### config.mk
export PLATFORM = sky130hd
export DESIGN_NAME = input_debounce
export DESIGN_NICKNAME = d
export VERILOG_FILES = /design/src/rtl/input_debounce.sv
export SDC_FILE = /design/constraint.sdc
export NUM_CORES = 1
export LEC_CHECK = 0
export CAP_MARGIN = 20
export CORE_MARGIN = 4
export CORE_UTILIZATION = 45
export CTS_CLUSTER_DIAMETER = 40
export DETAILED_ROUTE_END_ITERATION = 7
export MAX_ROUTING_LAYER = met4
export PLACE_DENSITY = 0.73
export SLEW_MARGIN = 30
export SYNTH_ARGS = -nofsm -noshare
export SYNTH_HDL_FRONTEND = slang
export SYNTH_SLANG_ARGS = --single-unit
### constraint.sdc
create_clock -name clock -period 2 [get_ports clock]
set_input_delay 0.4 -clock clock [delete_from_list [all_inputs] [get_ports clock]]
set_output_delay 0.4 -clock clock [all_outputs]
set_load 0.02 [all_outputs]
### src/rtl/input_debounce.sv
// Debounces one asynchronous input: a synchronizer chain feeding a four-state
// acceptance FSM, with registered level/edge/busy outputs and a glitch counter.
module input_debounce #(
    parameter int SYNC_STAGES     = 2,
    parameter int DEBOUNCE_CYCLES = 1000,
    parameter int COUNT_WIDTH     = 16
) (
    input  logic       clock,
    input  logic       reset,
    input  logic       signal_async,
    input  logic       glitch_clear,
    output logic       signal_stable,
    output logic       rise_pulse,
    output logic       fall_pulse,
    output logic       busy,
    output logic [7:0] glitch_count
);

    localparam logic [1:0] STABLE_LOW   = 2'd0;
    localparam logic [1:0] PENDING_HIGH = 2'd1;
    localparam logic [1:0] STABLE_HIGH  = 2'd2;
    localparam logic [1:0] PENDING_LOW  = 2'd3;

    localparam logic [COUNT_WIDTH-1:0] LAST_COUNT = COUNT_WIDTH'(DEBOUNCE_CYCLES - 1);
    localparam logic [COUNT_WIDTH-1:0] ONE_COUNT  = COUNT_WIDTH'(1);

    logic [SYNC_STAGES-1:0] sync_chain;
    logic                   sampled;
    logic [1:0]             state;
    logic [1:0]             state_next;
    logic [COUNT_WIDTH-1:0] count;
    logic [COUNT_WIDTH-1:0] count_next;
    logic                   abort;
    logic                   rise_next;
    logic                   fall_next;

    always_ff @(posedge clock or posedge reset) begin
        if (reset) begin
            sync_chain <= '0;
        end else begin
            sync_chain <= {sync_chain[SYNC_STAGES-2:0], signal_async};
        end
    end

    assign sampled = sync_chain[SYNC_STAGES-1];

    // The first differing sample already counts as one; acceptance happens on
    // the DEBOUNCE_CYCLES-th consecutive differing sample.
    always_comb begin
        state_next = state;
        count_next = count;
        abort      = 1'b0;
        rise_next  = 1'b0;
        fall_next  = 1'b0;
        case (state)
            STABLE_LOW: begin
                if (sampled) begin
                    if (DEBOUNCE_CYCLES == 1) begin
                        state_next = STABLE_HIGH;
                        rise_next  = 1'b1;
                    end else begin
                        state_next = PENDING_HIGH;
                        count_next = ONE_COUNT;
                    end
                end
            end
            PENDING_HIGH: begin
                if (!sampled) begin
                    state_next = STABLE_LOW;
                    count_next = '0;
                    abort      = 1'b1;
                end else if (count >= LAST_COUNT) begin
                    state_next = STABLE_HIGH;
                    count_next = '0;
                    rise_next  = 1'b1;
                end else begin
                    count_next = count + ONE_COUNT;
                end
            end
            STABLE_HIGH: begin
                if (!sampled) begin
                    if (DEBOUNCE_CYCLES == 1) begin
                        state_next = STABLE_LOW;
                        fall_next  = 1'b1;
                    end else begin
                        state_next = PENDING_LOW;
                        count_next = ONE_COUNT;
                    end
                end
            end
            PENDING_LOW: begin
                if (sampled) begin
                    state_next = STABLE_HIGH;
                    count_next = '0;
                    abort      = 1'b1;
                end else if (count >= LAST_COUNT) begin
                    state_next = STABLE_LOW;
                    count_next = '0;
                    fall_next  = 1'b1;
                end else begin
                    count_next = count + ONE_COUNT;
                end
            end
            default: begin
                state_next = STABLE_LOW;
                count_next = '0;
            end
        endcase
    end

    // Outputs are registered from the next state so they line up with it.
    always_ff @(posedge clock or posedge reset) begin
        if (reset) begin
            state         <= STABLE_LOW;
            count         <= '0;
            signal_stable <= 1'b0;
            rise_pulse    <= 1'b0;
            fall_pulse    <= 1'b0;
            busy          <= 1'b0;
        end else begin
            state         <= state_next;
            count         <= count_next;
            signal_stable <= (state_next == STABLE_HIGH) || (state_next == PENDING_LOW);
            rise_pulse    <= rise_next;
            fall_pulse    <= fall_next;
            busy          <= (state_next == PENDING_HIGH) || (state_next == PENDING_LOW);
        end
    end

    always_ff @(posedge clock or posedge reset) begin
        if (reset) begin
            glitch_count <= '0;
        end else if (glitch_clear) begin
            glitch_count <= '0;
        end else if (abort && (glitch_count != 8'hFF)) begin
            glitch_count <= glitch_count + 8'd1;
        end
    end

endmodule

==> flow_summary.yaml <==
sta:
  min_period_ns: 1.838
  slew_headroom: 0.6392
  period_share: 0.9190
  clock_skew_ns: 0.01422
  setup_violations: 0
  finalHoldViolations: 0
  max_slew.worst_pin.slew_ns: 0.5396
  worst_slack_ns: 0.1620
  max_freq_mhz: 544.1
  drv_slew: 0
  fin_tns_setup_ns: 0
  rsz0062_at_grt: "false"
drt:
  vias: 1110
  wire_per_inst_um: 13.58
  ant_nets: 0
  drc: 0
  wl_met1_mm: 1.330
  highest_layer: "met4"
  wl_met2_mm: 1.239
  via_per_inst: 5.522
  wl_mm: 2.730
  drt_pre_antenna_iters: 6
  wl_met3_um: 103
  drt_iter0_drc: 42
synthesis:
  synthDistinctLibCells: 37
  synth_edf_count: 0
  syn_area_per_cell_sq_um: 10.76
  syn_area_sq_um: 1441
  async_flop_share: 1.000
  syn_nets: 140
  postSynthCellCount: 134
  yosysSeqAreaShare: 0.5382
  ys.warnings.count: 0
  ys.flop_type: "dfrtp_1"
  ys_seq_elements: 31
floorplan:
  die_area_sq_um: 4173
  die_h_um: 64.60
  core_area_sq_um: 3053
  start_util: 0.4721
  fp-row-count: 20
  die_x_um: 64.60
  io_pins: 16
pwr:
  p_total_mw: 1.292
  power_density_nw_per_um2: 744.0
  power_leakage_nw: 0.7888
  peakVddDrop_uv: 451.9
layout:
  regArea_sq_um: 777.0
  utilization: 0.5689
  final_area_sq_um: 1737
  n_antenna_cell: 0
  syn_to_final_growth_pct: 20.49
  drive_gt1_frac: 0.1401
  multi_input_comb_area_sq_um: 623.1
  layout_commonest_cell: "dfrtp_1"
  nets: 162
  fillers: 283
  most-common-layout-cells: "30 x dfrtp_1, 15 x clkdlybuf4s50_1, 12 x nand3_1"
critical_path:
  path_cells: "clkdlybuf4s50_1"
  critPathMaxFanout: 7
  worstSetupPathType: "reg2out"
  r2r_slack_ns: 0.19
  start_kind: "flip-flop"
  path_delay_family: "buffers and inverters"
  cp_slowest_cell: "clkdlybuf4s50_1"
  crit_arrival_ns: 1.44
  cpPeakStageDelay_ns: 0.64
  cp.required_ns: 1.60
  cp_num_buf_inv: 1
  r2r_start: "count[1]"
  endpoint_kind: "primary output"
  worstSetupStartpoint: "glitch_count[3]"
global_routing:
  antenna_found_initial: 0
  grt_max_degree: 32
  grt_pass1_wl_mm: 4.974
  grt_usage: 0.1590
  grt_pass1_vias: 1105
  overflow: 0
place:
  post-dp-hpwl_mm: 1.923
  numPortBuffers: 15
  place_ws_ns: 0.2144
  place.gp.congestion: 0.8004
  place_area_sq_um: 1649
clock_tree:
  root_buffer: "clkbuf_4"
  cts_tree: "yes"
  cts.path.max_buffers: 2
  clk_latency_ns: 0.33
  numCtsBuffers: 5
  postCtsSetupBuffers: 0
  hold_buffers: 0
  cts_num_sinks: 31
  htreeDepth: 2
  clkTransAtPathRegs_ns: 0.10
run:
  cap_violations: 0
status:
  outcome: "finished clean"
hold_path:
  hold_path.class: "reg2reg"
  hp-start: "sync_chain[0]"
metrics by stage:
stage	hold slack [ns]	cells
CTS	0.3658	201
global placement	0.3451	193
floorplan	0.3312	134
detailed placement	0.3388	193
global route	0.3688	201
finish	0.3623	201
layer usage:
| layer | GRT usage | up-vias |
|---|---|---|
| met3 | 0.05026 | 5 |
| met4 | 0.08707 | 0 |
| met1 | 0.1978 | 542 |
| li1 | - | 545 |
| met5 | - | - |
| met2 | 0.2307 | 18 |
registers in the layout, indices dropped and copies added (netlist names):
| register | count |
|---|---|
| signal_stable | 1 |
| count | 16 |
| sync_chain | 2 |
| rise_pulse | 1 |
| busy | 1 |
| fall_pulse | 1 |
| state | 1 |
| glitch_count | 8 |
cell usage after synthesis, drive strengths merged (3+ instances only):
| master | n | area share |
|---|---|---|
| buf | 4 | 0.019 |
| nand2 | 10 | 0.026 |
| o21ai | 4 | 0.014 |
| and4 | 3 | 0.021 |
| xor2 | 3 | 0.018 |
| and3 | 9 | 0.039 |
| a31oi | 9 | 0.039 |
| dfrtp | 31 | 0.54 |
| nand3 | 12 | 0.042 |
| o211ai | 3 | 0.019 |
| nor2 | 8 | 0.021 |
| or3 | 3 | 0.013 |
| nor4 | 3 | 0.013 |
| a21oi | 7 | 0.024 |
| inv | 4 | 0.010 |
report_power, final:
part / switching [mW] / internal, mW / leakage [nW]
registers: 0.0307 / 0.649 / 0.418
clock network: 0.218 / 0.295 / 0.0482
logic: 0.0563 / 0.0427 / 0.322
cell families after synthesis:
logic type | count (synthesis) | synth area share
flops | 31 | 0.5382
buf+inv | 8 | 0.02951
simple gates | 55 | 0.2136
mux | 2 | 0.01476
xor+xnor | 4 | 0.03733
fa+ha+maj | 2 | 0.01736
compound gates | 32 | 0.1493
repair_timing:
| action | CTS | global route |
|---|---|---|
| setup endpoints to repair | 0 | 1 |
| resized for setup | 0 | 1 |
| hold endpoints to repair | 0 | 0 |
worst paths after layout:
path                                         to  depth (start not counted)
worst max-delay path            glitch_count[3]                          1
worst min-delay path              sync_chain[1]                          0
worst max register to register    signal_stable                          5
worst min register to register    sync_chain[1]                          0
max in group asynchronous         signal_stable                          3
min in group asynchronous       glitch_count[4]                          3
area by class of cell:
| class | count | area share |
|---|---|---|
| Clock inverter | 2 | 0.02017 |
| Inverter | 4 | 0.008646 |
| Clock buffer | 6 | 0.02954 |
| Multi-Input combinational cell | 95 | 0.3588 |
| Tap cell | 44 | 0.03170 |
| Timing Repair Buffer | 19 | 0.1037 |
| Sequential cell | 31 | 0.4474 |
(Power assumes the default switching activity.)
